==> config.mk <==
export PLATFORM = sky130hd
export DESIGN_NAME = mccpu_ctrl_ws
export DESIGN_NICKNAME = d
export VERILOG_FILES = /design/src/rtl/mccpu_pkg.sv /design/src/rtl/mccpu_decode.sv /design/src/rtl/mccpu_ctrl_ws.sv
export SDC_FILE = /design/constraint.sdc
export NUM_CORES = 1
export LEC_CHECK = 0
export CAP_MARGIN = 20
export CORE_MARGIN = 1.5
export CORE_UTILIZATION = 50
export CTS_BUF_LIST = sky130_fd_sc_hd__clkbuf_4 sky130_fd_sc_hd__clkbuf_8 sky130_fd_sc_hd__clkbuf_16
export CTS_CLUSTER_SIZE = 40
export DETAILED_ROUTE_END_ITERATION = 8
export GPL_TIMING_DRIVEN = 0
export PLACE_DENSITY = 0.95
export SYNTH_ARGS = -nofsm -noshare
export SYNTH_HDL_FRONTEND = slang
export SYNTH_SLANG_ARGS = --single-unit
==> constraint.sdc <==
create_clock -name clk -period 6.6 [get_ports clk]
set_input_delay 0.66 -clock clk [delete_from_list [all_inputs] [get_ports clk]]
set_output_delay 0.66 -clock clk [all_outputs]
set_load 0.1 [all_outputs]
==> src/rtl/mccpu_pkg.sv <==
// mccpu_pkg
// Shared definitions for the multi-cycle MIPS controller with variable-latency memory:
//   - FSM state encodings (3 bits, exposed on state_o)
//   - ALU operation codes driven on ALUOp
//   - Mux-select encodings for ALUSrcA/ALUSrcB/PCSource/GPRSel/WDSel
//   - Exception cause codes reported on exc_cause
//   - Opcode / funct constants
//   - decode_t, the instruction-class bundle produced by mccpu_decode
package mccpu_pkg;

  // FSM states
  localparam logic [2:0] S_IF  = 3'd0;
  localparam logic [2:0] S_ID  = 3'd1;
  localparam logic [2:0] S_EXE = 3'd2;
  localparam logic [2:0] S_MEM = 3'd3;
  localparam logic [2:0] S_WB  = 3'd4;
  localparam logic [2:0] S_EXC = 3'd5;

  // ALU operation codes
  localparam logic [3:0] ALU_ADD  = 4'd0;
  localparam logic [3:0] ALU_SUB  = 4'd1;
  localparam logic [3:0] ALU_AND  = 4'd2;
  localparam logic [3:0] ALU_OR   = 4'd3;
  localparam logic [3:0] ALU_NOR  = 4'd4;
  localparam logic [3:0] ALU_SLT  = 4'd5;
  localparam logic [3:0] ALU_SLTU = 4'd6;
  localparam logic [3:0] ALU_SLL  = 4'd7;
  localparam logic [3:0] ALU_SRL  = 4'd8;
  localparam logic [3:0] ALU_LUI  = 4'd9;

  // ALU operand A select
  localparam logic [2:0] ASRC_PC    = 3'd0;
  localparam logic [2:0] ASRC_RD1   = 3'd1;
  localparam logic [2:0] ASRC_SHAMT = 3'd2;
  localparam logic [2:0] ASRC_LUI   = 3'd3;
  localparam logic [2:0] ASRC_RD1V  = 3'd4;

  // ALU operand B select
  localparam logic [1:0] BSRC_RD2  = 2'd0;
  localparam logic [1:0] BSRC_FOUR = 2'd1;
  localparam logic [1:0] BSRC_IMM  = 2'd2;
  localparam logic [1:0] BSRC_BOFF = 2'd3;

  // Next-PC select
  localparam logic [2:0] PCS_ALU    = 3'd0;
  localparam logic [2:0] PCS_ALUOUT = 3'd1;
  localparam logic [2:0] PCS_JUMP   = 3'd2;
  localparam logic [2:0] PCS_RD1    = 3'd3;
  localparam logic [2:0] PCS_EXC    = 3'd4;

  // Register-file write address select
  localparam logic [1:0] GPR_RD = 2'd0;
  localparam logic [1:0] GPR_RT = 2'd1;
  localparam logic [1:0] GPR_RA = 2'd2;

  // Register-file write data select
  localparam logic [1:0] WD_ALU = 2'd0;
  localparam logic [1:0] WD_MEM = 2'd1;
  localparam logic [1:0] WD_PC  = 2'd2;

  // Exception causes
  localparam logic [1:0] EXC_NONE    = 2'd0;
  localparam logic [1:0] EXC_ILLEGAL = 2'd1;
  localparam logic [1:0] EXC_IBUS    = 2'd2;
  localparam logic [1:0] EXC_DBUS    = 2'd3;

  // Opcodes
  localparam logic [5:0] OP_RTYPE = 6'b000000;
  localparam logic [5:0] OP_J     = 6'b000010;
  localparam logic [5:0] OP_JAL   = 6'b000011;
  localparam logic [5:0] OP_BEQ   = 6'b000100;
  localparam logic [5:0] OP_BNE   = 6'b000101;
  localparam logic [5:0] OP_ADDI  = 6'b001000;
  localparam logic [5:0] OP_SLTI  = 6'b001010;
  localparam logic [5:0] OP_ANDI  = 6'b001100;
  localparam logic [5:0] OP_ORI   = 6'b001101;
  localparam logic [5:0] OP_LUI   = 6'b001111;
  localparam logic [5:0] OP_LW    = 6'b100011;
  localparam logic [5:0] OP_SW    = 6'b101011;

  // R-type function codes
  localparam logic [5:0] F_SLL  = 6'b000000;
  localparam logic [5:0] F_SRL  = 6'b000010;
  localparam logic [5:0] F_SLLV = 6'b000100;
  localparam logic [5:0] F_SRLV = 6'b000110;
  localparam logic [5:0] F_JR   = 6'b001000;
  localparam logic [5:0] F_JALR = 6'b001001;
  localparam logic [5:0] F_ADD  = 6'b100000;
  localparam logic [5:0] F_ADDU = 6'b100001;
  localparam logic [5:0] F_SUB  = 6'b100010;
  localparam logic [5:0] F_SUBU = 6'b100011;
  localparam logic [5:0] F_AND  = 6'b100100;
  localparam logic [5:0] F_OR   = 6'b100101;
  localparam logic [5:0] F_NOR  = 6'b100111;
  localparam logic [5:0] F_SLT  = 6'b101010;
  localparam logic [5:0] F_SLTU = 6'b101011;

  // Instruction class flags; at most one class flag is set for a legal
  // instruction. shift_imm/shift_var only steer ALU operand A.
  typedef struct packed {
    logic       shift_imm;  // sll, srl
    logic       shift_var;  // sllv, srlv
    logic       jr;
    logic       jalr;
    logic       j;
    logic       jal;
    logic       beq;
    logic       bne;
    logic       i_alu;      // addi, slti, andi, ori, lui
    logic       zext;       // andi, ori
    logic       lui;
    logic       lw;
    logic       sw;
    logic [3:0] alu_op;
    logic       illegal;
  } decode_t;

endpackage

==> src/rtl/mccpu_decode.sv <==
// mccpu_decode
// Purely combinational instruction decoder for the multi-cycle controller.
// Ports:
//   op_i    in  6  IR[31:26]
//   funct_i in  6  IR[5:0]
//   dec_o   out    instruction-class flags, ALU operation and illegal flag
module mccpu_decode
  import mccpu_pkg::*;
(
  input  logic [5:0] op_i,
  input  logic [5:0] funct_i,
  output decode_t    dec_o
);

  always_comb begin
    dec_o        = '0;
    dec_o.alu_op = ALU_ADD;
    case (op_i)
      OP_RTYPE: begin
        case (funct_i)
          F_ADD, F_ADDU: dec_o.alu_op = ALU_ADD;
          F_SUB, F_SUBU: dec_o.alu_op = ALU_SUB;
          F_AND:         dec_o.alu_op = ALU_AND;
          F_OR:          dec_o.alu_op = ALU_OR;
          F_NOR:         dec_o.alu_op = ALU_NOR;
          F_SLT:         dec_o.alu_op = ALU_SLT;
          F_SLTU:        dec_o.alu_op = ALU_SLTU;
          F_SLL: begin
            dec_o.shift_imm = 1'b1;
            dec_o.alu_op    = ALU_SLL;
          end
          F_SRL: begin
            dec_o.shift_imm = 1'b1;
            dec_o.alu_op    = ALU_SRL;
          end
          F_SLLV: begin
            dec_o.shift_var = 1'b1;
            dec_o.alu_op    = ALU_SLL;
          end
          F_SRLV: begin
            dec_o.shift_var = 1'b1;
            dec_o.alu_op    = ALU_SRL;
          end
          F_JR:          dec_o.jr   = 1'b1;
          F_JALR:        dec_o.jalr = 1'b1;
          default:       dec_o.illegal = 1'b1;
        endcase
      end
      OP_J:   dec_o.j   = 1'b1;
      OP_JAL: dec_o.jal = 1'b1;
      OP_BEQ: begin
        dec_o.beq    = 1'b1;
        dec_o.alu_op = ALU_SUB;
      end
      OP_BNE: begin
        dec_o.bne    = 1'b1;
        dec_o.alu_op = ALU_SUB;
      end
      OP_ADDI: dec_o.i_alu = 1'b1;
      OP_SLTI: begin
        dec_o.i_alu  = 1'b1;
        dec_o.alu_op = ALU_SLT;
      end
      OP_ANDI: begin
        dec_o.i_alu  = 1'b1;
        dec_o.zext   = 1'b1;
        dec_o.alu_op = ALU_AND;
      end
      OP_ORI: begin
        dec_o.i_alu  = 1'b1;
        dec_o.zext   = 1'b1;
        dec_o.alu_op = ALU_OR;
      end
      OP_LUI: begin
        dec_o.i_alu  = 1'b1;
        dec_o.lui    = 1'b1;
        dec_o.alu_op = ALU_LUI;
      end
      OP_LW:   dec_o.lw = 1'b1;
      OP_SW:   dec_o.sw = 1'b1;
      default: dec_o.illegal = 1'b1;
    endcase
  end

endmodule

==> src/rtl/mccpu_ctrl_ws.sv <==
// mccpu_ctrl_ws
// Multi-cycle MIPS control unit with a stalling memory port and precise
// exceptions. Holds the FSM, the memory wait counter and the cause register.
//
// Memory handshake: mem_req is high in IF and MEM and stays high until the
// cycle in which mem_ready is sampled high; that cycle completes the request.
// mem_ready is ignored while mem_req is low. A request still waiting when the
// counter reaches MEM_TIMEOUT-1 (and mem_ready is low) is a bus error.
//
// Ports:
//   clk, rst_n           clock (rising edge), async active-low reset
//   Zero                 ALU zero flag
//   Op, Funct            IR[31:26], IR[5:0]
//   mem_ready            memory completes the current request this cycle
//   mem_req              memory request
//   RegWrite, MemWrite, PCWrite, IRWrite, EPCWrite   write enables
//   EXTOp, ALUSrcA, ALUSrcB, ALUOp, PCSource, GPRSel, WDSel, IorD   datapath selects
//   exc_valid            high during the EXC state
//   exc_cause            registered cause of the most recent exception
//   state_o              current FSM state (debug)
//
// MEM_TIMEOUT must be at least 2.
module mccpu_ctrl_ws
  import mccpu_pkg::*;
#(
  parameter int MEM_TIMEOUT = 16,
  parameter int CNT_W       = $clog2(MEM_TIMEOUT) + 1
) (
  input  logic       clk,
  input  logic       rst_n,
  input  logic       Zero,
  input  logic [5:0] Op,
  input  logic [5:0] Funct,
  input  logic       mem_ready,
  output logic       mem_req,
  output logic       RegWrite,
  output logic       MemWrite,
  output logic       PCWrite,
  output logic       IRWrite,
  output logic       EPCWrite,
  output logic       EXTOp,
  output logic [2:0] ALUSrcA,
  output logic [1:0] ALUSrcB,
  output logic [3:0] ALUOp,
  output logic [2:0] PCSource,
  output logic [1:0] GPRSel,
  output logic [1:0] WDSel,
  output logic       IorD,
  output logic       exc_valid,
  output logic [1:0] exc_cause,
  output logic [2:0] state_o
);

  logic [2:0]       state_q, state_d;
  logic [CNT_W-1:0] cnt_q, cnt_d;
  logic [1:0]       cause_q, cause_d;
  decode_t          dec;
  logic             wait_expired;

  mccpu_decode u_decode (
    .op_i    (Op),
    .funct_i (Funct),
    .dec_o   (dec)
  );

  // mem_ready has priority: expiry only counts when the memory is not done.
  assign wait_expired = !mem_ready && (cnt_q == CNT_W'(MEM_TIMEOUT - 1));

  // Next state and all control outputs. While rst_n is low only the defaults
  // are driven, so no enable or request can pulse during reset.
  always_comb begin
    mem_req   = 1'b0;
    RegWrite  = 1'b0;
    MemWrite  = 1'b0;
    PCWrite   = 1'b0;
    IRWrite   = 1'b0;
    EPCWrite  = 1'b0;
    EXTOp     = 1'b1;
    ALUSrcA   = ASRC_RD1;
    ALUSrcB   = BSRC_RD2;
    ALUOp     = ALU_ADD;
    PCSource  = PCS_ALU;
    GPRSel    = GPR_RD;
    WDSel     = WD_ALU;
    IorD      = 1'b0;
    exc_valid = 1'b0;
    state_d   = state_q;
    cause_d   = EXC_NONE;
    if (rst_n) begin
      case (state_q)
        S_IF: begin
          mem_req = 1'b1;
          ALUSrcA = ASRC_PC;
          ALUSrcB = BSRC_FOUR;
          if (mem_ready) begin
            PCWrite = 1'b1;
            IRWrite = 1'b1;
            state_d = S_ID;
          end else if (wait_expired) begin
            state_d = S_EXC;
            cause_d = EXC_IBUS;
          end
        end

        S_ID: begin
          if (dec.illegal) begin
            state_d = S_EXC;
            cause_d = EXC_ILLEGAL;
          end else if (dec.j || dec.jal) begin
            PCSource = PCS_JUMP;
            PCWrite  = 1'b1;
            if (dec.jal) begin
              RegWrite = 1'b1;
              GPRSel   = GPR_RA;
              WDSel    = WD_PC;
            end
            state_d = S_IF;
          end else if (dec.jr || dec.jalr) begin
            PCSource = PCS_RD1;
            PCWrite  = 1'b1;
            if (dec.jalr) begin
              RegWrite = 1'b1;
              WDSel    = WD_PC;
            end
            state_d = S_IF;
          end else begin
            // Speculative branch target PC + offset, latched into ALUOut.
            ALUSrcA = ASRC_PC;
            ALUSrcB = BSRC_BOFF;
            state_d = S_EXE;
          end
        end

        S_EXE: begin
          ALUOp = dec.alu_op;
          if (dec.shift_imm)      ALUSrcA = ASRC_SHAMT;
          else if (dec.shift_var) ALUSrcA = ASRC_RD1V;
          else if (dec.lui)       ALUSrcA = ASRC_LUI;
          if (dec.i_alu || dec.lw || dec.sw) ALUSrcB = BSRC_IMM;
          if (dec.zext) EXTOp = 1'b0;
          if (dec.beq || dec.bne) begin
            PCSource = PCS_ALUOUT;
            PCWrite  = (dec.beq && Zero) || (dec.bne && !Zero);
            state_d  = S_IF;
          end else if (dec.lw || dec.sw) begin
            state_d = S_MEM;
          end else begin
            state_d = S_WB;
          end
        end

        S_MEM: begin
          mem_req  = 1'b1;
          IorD     = 1'b1;
          MemWrite = dec.sw;
          if (mem_ready) begin
            state_d = dec.lw ? S_WB : S_IF;
          end else if (wait_expired) begin
            state_d = S_EXC;
            cause_d = EXC_DBUS;
          end
        end

        S_WB: begin
          RegWrite = 1'b1;
          if (dec.lw) WDSel = WD_MEM;
          if (dec.lw || dec.i_alu) GPRSel = GPR_RT;
          state_d = S_IF;
        end

        S_EXC: begin
          PCSource  = PCS_EXC;
          PCWrite   = 1'b1;
          EPCWrite  = 1'b1;
          exc_valid = 1'b1;
          state_d   = S_IF;
        end

        default: state_d = S_IF;
      endcase
    end
  end

  // Wait counter: restarts whenever a new request phase begins or a request
  // completes, and counts stalled request cycles otherwise.
  always_comb begin
    cnt_d = cnt_q;
    if ((state_d != state_q) && ((state_d == S_IF) || (state_d == S_MEM))) begin
      cnt_d = '0;
    end else if (mem_req) begin
      cnt_d = mem_ready ? '0 : (cnt_q + CNT_W'(1));
    end
  end

  always_ff @(posedge clk or negedge rst_n) begin
    if (!rst_n) begin
      state_q <= S_IF;
      cnt_q   <= '0;
      cause_q <= EXC_NONE;
    end else begin
      state_q <= state_d;
      cnt_q   <= cnt_d;
      // Cause is captured only on entry to EXC and held until the next one.
      if ((state_d == S_EXC) && (state_q != S_EXC)) begin
        cause_q <= cause_d;
      end
    end
  end

  assign exc_cause = cause_q;
  assign state_o   = state_q;

endmodule

==> reports/metrics.yaml <==
p_sw_uw: 384.9
multi_input_area_sq_um: 1079
synth_area_leaders: "dfrtp_1, nor2_1, a21oi_1"
die_x_um: 56.88
setup_viol: 0
min_period_over_period_pct: 69.56
drive_above_1_share_pct: 9.766
seqCellArea_sq_um: 250.2
p_leak_uw: 0.0007414
gr-usage-all-layers_pct: 27.47
tns_ns: 0
p_clk_share_pct: 8.7
crit_path_end_kind: "output port"
pwr-share-comb_pct: 75.2
antenna_cells: 0
start_util_pct: 52.63
crit_chain: "clkdlybuf4s50_1 -> clkbuf_1 -> nand2_1 -> nor2_1 -> o2111ai_1 -> a21oi_1 -> clkdlybuf4s50_1"
fp-row-count: 19
switching_share_pct: 60.89
yosysTopAreaCell: "dfrtp_1"
rsz0062_at_grt: "no"
cts.reportedPaths.clkPinSlew_ns: 0.06
synth_area_sq_um: 1451
crit_path_frequent_cell: "clkdlybuf4s50_1"
critPathKind: "in2out"
fin_nets: 275
grt_pass1_wl_um: 7293
antenna_found_initial: 0
maxCapViolCount: 0
p_per_area_nw_per_um2: 324.7
vias_per_cell: 6.240
critical_path.max_stage_delay_ns: 1.15
cts-root-buf: "clkbuf_4"
cts_buffers: 3
netlist_instances: 210
cts_tree: "yes"
slowest_stage: "clkdlybuf4s50_1"
fp.coreArea_sq_um: 2758
port_buffers: 42
fin_total_pwr_uw: 632.1
synth_edf_count: 0
drc_errors: 0
fin_crit_ns: 4.591
first_global_vias: 1602
crit_path_max_fanout: 12
irDropWorstVdd_v: 0.0003209
post_cts_buffers: 0
intPower_uw: 247.2
finalHoldViolCount: 0
cp_top_family: "buffers and inverters"
htreeDepth: 1
detail_route.iter0.violations: 91
drv_slew: 0
ant_nets: 0
avgSynthCellArea_sq_um: 6.911
arrival_ns: 3.93
cp_num_buf_inv: 3
place.gp.congestion: 0.9030
grt_start_max_net_pins: 13
pwr-share-seq_pct: 16.1
wl_per_cell_um: 14.46
worstMarginPinSlew_ns: 0.9774
grt_overflow_total: 0
drt-total-wl_um: 4150
ctsHoldBuffers: 0
synthFlopType: "dfrtp_1"
ctsResizeCount: 0
max-slew-margin-rel_pct: 34.64
crit_required_ns: 5.94
die_area_sq_um: 3235
clock_skew_ns: 0.004030
clock_latency_ns: 0.27
clockBufferDepth: 2
status: "completed"
hp-class: "reg2reg"
final_common_cell: "clkdlybuf4s50_1"
synth_cell_types: 60
die_h_um: 56.88
n_fill_cell: 235
layout_common_cells: "clkdlybuf4s50_1, nor2_1, a21oi_1"
dr.pass1.iters: 4
clock-sinks: 10
synth_seq_cells: 10
vias: 1791
start_kind: "primary input"
synth.top_cell.area_share_pct: 17.24
synth_seq_area_share_pct: 17.24
dp_hpwl_um: 3279
async_flop_share_pct: 100.0
syn-num-nets: 228
fmax_mhz: 217.8
pin_count: 46
ys_warn_count: 0
area_growth_pct: 34.14
final_core_util_pct: 70.60
path summary, 6_finish.rpt:
| check | from | endpoint | slack (ns) | cells after the start |
|---|---|---|---|---|
| max | rst_n | ALUOp[3] | 2.01 | 7 |
| min | exc_cause[1] | exc_cause[1] | 0.51 | 1 |
| max reg2reg | cnt_q[0] | cnt_q[4] | 4.00 | 10 |
| min reg2reg | exc_cause[1] | exc_cause[1] | 0.51 | 1 |
| max in group asynchronous | rst_n | state_o[1] | 5.55 | 1 |
| min in group asynchronous | rst_n | cnt_q[2] | 0.72 | 1 |
stage by stage:
step	hold slack [ns]	instance area [sq um]	setup slack [ns]	cells
2_1_floorplan	0.3644	1451	0.1606	210
3_3_place_gp	0.4884	1911	2.079	283
3_5_place_dp	0.4988	1911	2.012	283
4_1_cts	0.5105	1947	2.038	287
5_1_grt	0.5243	1947	1.821	287
6_report	0.5079	1947	2.009	287
synth_stat cells, drive strengths merged (3+ instances only):
cell type  instances
and2               4
clkbuf             5
nor3               7
a21oi             19
or2                4
dfrtp             10
nor2b              6
o21ai             12
and3               6
nand2b             7
a211oi             6
a31oi              3
nand2             14
nor4               4
nand3             11
nor2              30
buf                8
inv               13
cell type report:
cell class | instances | area share, %
multi-input combinational | 174 | 55.40
timing repair buffer | 42 | 21.59
sequential | 10 | 12.85
buffer | 13 | 3.792
inverter | 13 | 2.506
tap | 31 | 1.992
clock buffer | 4 | 1.864
worst register-to-register path: stages (launching register included):
cell and delay, ns:
dfrtp_1 0.42, ha_1 0.22, and3_1 0.19, ha_1 0.22, or4b_1 0.48, o311ai_0 0.19, nor2_1 0.10, o41ai_2 0.34
a21oi_1 0.07, and3b_4 0.21, nor2_1 0.10
power groups by stage:
stage	sequential, uW	clock (uW)	combinational (uW)
2_1_floorplan	171	0	295
3_3_place_gp	101	0	463
3_5_place_dp	102	0	469
4_1_cts	101	56.4	470
5_1_grt	104	62.1	505
6_report	102	55.2	475
layer usage:
| metal | vias to the layer above | routed length (um) | GRT usage (%) |
|---|---|---|---|
| li1 | 865 | - | - |
| met1 | 843 | 1896 | 41.35 |
| met2 | 83 | 1952 | 42.52 |
| met3 | 0 | 301 | 3.456 |
| met4 | 0 | 0 | 4.319 |
| met5 | - | 0 | 0 |
cells by family (layout without fill, tap and decap cells):
family / count (synthesis) / count (layout) / synth area share [%]
and+or+nand+nor: 108 / 108 / 41.12
AOI/OAI and AO/OA: 63 / 63 / 30.86
buffers and inverters: 26 / 72 / 8.448
DFF: 10 / 10 / 17.24
adders and majority gates: 2 / 2 / 1.724
xor gates and xnor gates: 1 / 1 / 0.6036
registers in the layout, summed over array words and instances, names as in the netlist:
signal	flops
exc_cause	2
state_o	3
cnt_q	5
Power figures use the tool's default switching activity.
